## src/rtl/des_block_sequencer.sv

```systemverilog
`default_nettype none
// ============================================================================
// Module   : des_block_sequencer
// Purpose  : Walks a 2048-byte input buffer, one 64-bit block at a time,
//            through an external 16-round DES round core. Each result goes to
//            a 2048-byte output buffer. A one-cycle done pulse is issued
//            after all 256 blocks have been written.
// Ports    : clk1, reset         - clock, synchronous active-high reset
//            start, decrypt, key - run control, mode and 64-bit key with parity
//            done                - one-cycle completion pulse
//            ram_i_addr/dout     - input buffer read port (1-cycle latency)
//            ram_o_addr/din/we   - output buffer write port
//            des_in/round_sel/key/decrypt/out - DES round core interface
//            led                 - inverted round select for board LEDs
// Revision : 1.0 - initial release
// ============================================================================
module des_block_sequencer (
    input  logic        clk1,
    input  logic        reset,
    input  logic        start,
    input  logic        decrypt,
    input  logic [63:0] key,
    output logic        done,
    output logic [8:0]  ram_i_addr,
    input  logic [31:0] ram_i_dout,
    output logic [8:0]  ram_o_addr,
    output logic [31:0] ram_o_din,
    output logic        ram_o_we,
    output logic [63:0] des_in,
    output logic [3:0]  des_round_sel,
    output logic [55:0] des_key,
    output logic        des_decrypt,
    input  logic [63:0] des_out,
    output logic [7:0]  led
);

    typedef enum logic [3:0] {
        S_IDLE  = 4'd0,
        S_LOAD1 = 4'd1,
        S_LOAD2 = 4'd2,
        S_LOAD3 = 4'd3,
        S_DODES = 4'd4,
        S_SAVE1 = 4'd5,
        S_SAVE2 = 4'd6,
        S_SAVE3 = 4'd7,
        S_DONE  = 4'd8
    } state_t;

    state_t      state_q;
    logic        done_q;
    logic [8:0]  ram_i_addr_q;
    logic [8:0]  ram_o_addr_q;
    logic [31:0] ram_o_din_q;
    logic        ram_o_we_q;
    logic [63:0] des_in_q;
    logic [63:0] result_q;
    logic [3:0]  round_q;

    // Incremented values; the 9-bit address wrap after word 511 is what
    // signals the end of the buffer.
    logic [8:0]  ram_i_addr_d;
    logic [8:0]  ram_o_addr_d;
    logic [3:0]  round_d;

    assign ram_i_addr_d = ram_i_addr_q + 9'd1;
    assign ram_o_addr_d = ram_o_addr_q + 9'd1;
    assign round_d      = round_q + 4'd1;

    // Parity bits (bit 0 of each key byte) are dropped from the DES key.
    logic [7:0] unused_parity;
    assign unused_parity = {key[56], key[48], key[40], key[32],
                            key[24], key[16], key[8],  key[0]};

    assign des_key = {key[63:57], key[55:49], key[47:41], key[39:33],
                      key[31:25], key[23:17], key[15:9],  key[7:1]};

    assign des_decrypt   = decrypt;
    assign done          = done_q;
    assign ram_i_addr    = ram_i_addr_q;
    assign ram_o_addr    = ram_o_addr_q;
    assign ram_o_din     = ram_o_din_q;
    assign ram_o_we      = ram_o_we_q;
    assign des_in        = des_in_q;
    assign des_round_sel = round_q;
    assign led           = ~{4'b0000, round_q};

    always_ff @(posedge clk1) begin
        if (reset) begin
            state_q      <= S_IDLE;
            done_q       <= 1'b0;
            ram_i_addr_q <= 9'd0;
            ram_o_addr_q <= 9'd0;
            ram_o_din_q  <= 32'd0;
            ram_o_we_q   <= 1'b0;
            des_in_q     <= 64'd0;
            result_q     <= 64'd0;
            round_q      <= 4'd0;
        end else begin
            // Pulse-type outputs drop back to zero unless a state raises them.
            done_q     <= 1'b0;
            ram_o_we_q <= 1'b0;

            case (state_q)
                S_IDLE: begin
                    if (start) begin
                        ram_i_addr_q <= 9'd0;
                        ram_o_addr_q <= 9'd0;
                        state_q      <= S_LOAD1;
                    end
                end

                // Address for the low word is already on the RAM; step to
                // the high word while the low word is being read.
                S_LOAD1: begin
                    ram_i_addr_q <= ram_i_addr_d;
                    state_q      <= S_LOAD2;
                end

                S_LOAD2: begin
                    des_in_q[31:0] <= ram_i_dout;
                    ram_i_addr_q   <= ram_i_addr_d;
                    state_q        <= S_LOAD3;
                end

                S_LOAD3: begin
                    des_in_q[63:32] <= ram_i_dout;
                    round_q         <= 4'd0;
                    state_q         <= S_DODES;
                end

                // Sixteen rounds; the core output is valid while round 15 is
                // selected. The round counter wraps back to 0 on exit.
                S_DODES: begin
                    round_q <= round_d;
                    if (round_q == 4'd15) begin
                        result_q <= des_out;
                        state_q  <= S_SAVE1;
                    end
                end

                S_SAVE1: begin
                    ram_o_din_q <= result_q[31:0];
                    ram_o_we_q  <= 1'b1;
                    state_q     <= S_SAVE2;
                end

                S_SAVE2: begin
                    ram_o_din_q  <= result_q[63:32];
                    ram_o_we_q   <= 1'b1;
                    ram_o_addr_q <= ram_o_addr_d;
                    state_q      <= S_SAVE3;
                end

                // Input address wraps to 0 only after the last block was read.
                S_SAVE3: begin
                    ram_o_addr_q <= ram_o_addr_d;
                    if (ram_i_addr_q == 9'd0) begin
                        state_q <= S_DONE;
                    end else begin
                        state_q <= S_LOAD1;
                    end
                end

                S_DONE: begin
                    done_q  <= 1'b1;
                    state_q <= S_IDLE;
                end

                default: begin
                    state_q <= S_IDLE;
                end
            endcase
        end
    end

endmodule
`default_nettype wire

```

## config.mk

```make
export PLATFORM = sky130hd
export DESIGN_NAME = des_block_sequencer
export DESIGN_NICKNAME = d
export VERILOG_FILES = /design/src/rtl/des_block_sequencer.sv
export SDC_FILE = /design/constraint.sdc
export NUM_CORES = 1
export LEC_CHECK = 0
export BUFFER_PORTS_ARGS = -buffer_cell sky130_fd_sc_hd__clkbuf_2
export CAP_MARGIN = 20
export CORE_AREA = 2 2 135 137
export CTS_CLUSTER_DIAMETER = 200
export DETAILED_ROUTE_END_ITERATION = 8
export DIE_AREA = 0 0 137 139
export PLACE_DENSITY_LB_ADDON = 0.15
export SLEW_MARGIN = 5
export SYNTH_ARGS = -nofsm -noshare
export SYNTH_HDL_FRONTEND = slang
export SYNTH_SLANG_ARGS = --single-unit
```

## constraint.sdc

```tcl
create_clock -name clk1 -period 2.2 [get_ports clk1]
set_input_delay 0.44 -clock clk1 [delete_from_list [all_inputs] [get_ports clk1]]
set_output_delay 0.44 -clock clk1 [all_outputs]
set_load 0.01 [all_outputs]
```

==> flow_summary.toml <==
[drt]
vias_per_cell = 4.97
postRouteAntennaNets = 0
drtPass1Iterations = 4
num_vias = 6626
drc = 0
wl_mm = 19.5
wl_per_cell_um = 14.7
drt_first_iter_violations = 470

[floorplan]
rows = 49
start_util_pct = 43.1
fp.dieW_um = 137
die_height_um = 139
io_pins = 349
design.core.area_um2 = 17700
fp.dieArea_um2 = 19000

[grt]
grt_max_degree = 96
grt_pass1_vias = 6113
grtUsageTotal_pct = 20.2
antenna_found_initial = 0
grt_pass1_wl_mm = 31.2
overflow = 0

[place]
placedCellCount = 1300
place_congestion = 0.763
post-place-ws_ps = 345
io_buffers = 222
place_hpwl_mm = 12.8

[cells_and_area]
fillers = 1744
layout-drive-gt1-share_pct = 25.7
syn2layout_area_growth_pct = 20.3
layout.cells.most_common = "nand2_1"
fin_nets = 1258
layout_common_cells = "330 x nand2_1, 221 x clkbuf_2, 188 x dfxtp_1"
antenna_cells = 0
final_cells = 1332

[setup_path]
r2r-start = "state_q[3]"
cp-startpoint = "state_q[3]"
reg2reg_to = "ram_o_din[3]"
critPathLaunchType = "flop"
rr_worst_depth = 5
required_ps = 2530
arrival_ps = 2200
regToRegSetupSlack_ps = 330
end_kind = "flop"
critical_path_class = "flop to flop"
cp_max_fo = 43

[timing]
fmax_ghz = 0.535
drv_slew = 0
hold_violations = 0
tns_ps = 0
grt_setup_unrepaired = "no"
setup_viol = 0
maxSlewHeadroom_pct = 60.9
fin_hold_ws_ps = 223
worstMarginPinSlew_ps = 585
fin_ws_ps = 333
finalCriticalPeriod_ps = 1870
fin_skew_ps = 12.2
fin_crit_sh_pct = 84.9

[clock_network]
holdBufCountCts = 0
htreeDepth = 4
post_cts_buffers = 0
clk_pin_slew_ps = 70
clock_sinks = 188
cts_buffers = 17
cts_tree = "built"
clockBufferDepth = 2
clockRootBuffer = "clkbuf_16"
post_cts_resized = 0
clkLatencyLatePin_ps = 430

[synthesis]
netlist-cell-type-count = 42
synth_area_per_cell_um2 = 7.99
yosys_warnings = 0
synth_compound_area_share_pct = 13.6
synthXorXnorAreaFrac_pct = 1.25
muxShareOfSynthArea_pct = 0.394
synth-simple-area-share_pct = 23.8
synthCells = 954
ys_top_cells_by_area = "dfxtp_1 49%, nand2_1 16%, a21oi_1 8.8%"
synth_top_family_by_area = "simple AND/OR/NAND/NOR gates"
synthAdderAreaFrac_pct = 0.657
synth_edf_count = 0
async_flop_share_pct = 0
ys_seq_area_share_pct = 49.4
yosysTopAreaCellShare_pct = 49.4
ys.flop_type = "dfxtp_1"
synth_top_area_cell = "dfxtp_1"
syn-cell-area_um2 = 7620
synth_seq_cells = 188

[flow_run]
maxCapViolCount = 0

[min_path]
hp-class = "input pin to flop"
hold_depth = 3
whs_endpoint = "result_q[58]"
min_from = "des_out[58]"

[power]
power.density_nw_per_um2 = 808
peakVddDrop_mv = 0.537
p_leak_nw = 3.55
power.total_mw = 7.41

[run_status]
status = "finished, final reports clean"
==> report_power, final <==
part | internal (mW) | switching [mW] | total [mW]
registers | 3.48 | 0.0589 | 3.54
logic | 0.254 | 0.365 | 0.619
clock network | 1.84 | 1.40 | 3.24
total | 5.58 | 1.82 | 7.41
==> per-stage QoR <==
step,instance area (um2),util [%]
floorplan,7630,-
global placement,8540,48.4
detailed placement,8540,48.4
CTS,9170,51.9
global route,9170,51.9
finish,9170,51.9
==> flip-flops by register name (all words and copies together) (netlist names), 4 cells and up <==
name	cells
state_q	4
result_q	64
des_round_sel	4
des_in	64
ram_i_addr	9
ram_o_din	32
ram_o_addr	9
==> metal layers <==
metal  vias to the layer above  track usage [%]  wire (um)
li1                       3360                -          -
met5                         -                0          0
met3                        32             5.85       1490
met2                       216             32.6       8990
met1                      3018             26.0       8730
met4                         0             6.24        320
==> kinds of logic after synthesis <==
logic type,Yosys count
multiplexers,3
flip-flops,188
buffers and inverters,135
other,1
AND/OR/NAND/NOR,435
AO/OA/AOI/OAI,178
XOR/XNOR,10
adder cells (fa/ha/maj),4
==> worst max-delay path: stages (launching register included) <==
cell,delay (ps)
dfxtp_1,490
nor2b_1,340
and2_2,360
buf_12,250
nor2_1,60
a311oi_1,250
==> cell usage after synthesis (all sizes together) (3+ instances only) <==
master and n:
xor2 9, a21oi 134, nor3b 3, inv 8
a31oi 4, nand4 7, clkbuf 36, nand2b 3
o31ai 3, nor4b 3, nand3 14, nand2 330
nor2 48, ha 4, a311oi 32, and3 4
nor3 5, and4 3, buf 91, dfxtp 188
mux2i 3
==> cell type report <==
| class | count | area [um2] | share of cell area [%] |
|---|---|---|---|
| multi-input cells | 634 | 3070 | 33.5 |
| inverters | 8 | 30.0 | 0.328 |
| clock buffers | 18 | 439 | 4.79 |
| repair buffers | 241 | 1390 | 15.2 |
| flip-flops and latches | 188 | 3760 | 41.1 |
| well taps | 229 | 287 | 3.13 |
| clock inverters | 14 | 181 | 1.98 |
==> worst max path at each step <==
stage                    endpoint  slack, ps  cells past startpoint
floorplan            result_q[10]        570                      6
global placement     ram_o_din[4]        400                      5
detailed placement   ram_o_din[8]        340                      5
CTS                  ram_o_din[8]        320                      5
global route        ram_o_din[16]        190                      5
finish               ram_o_din[3]        330                      5
Power figures use the tool's default switching activity.
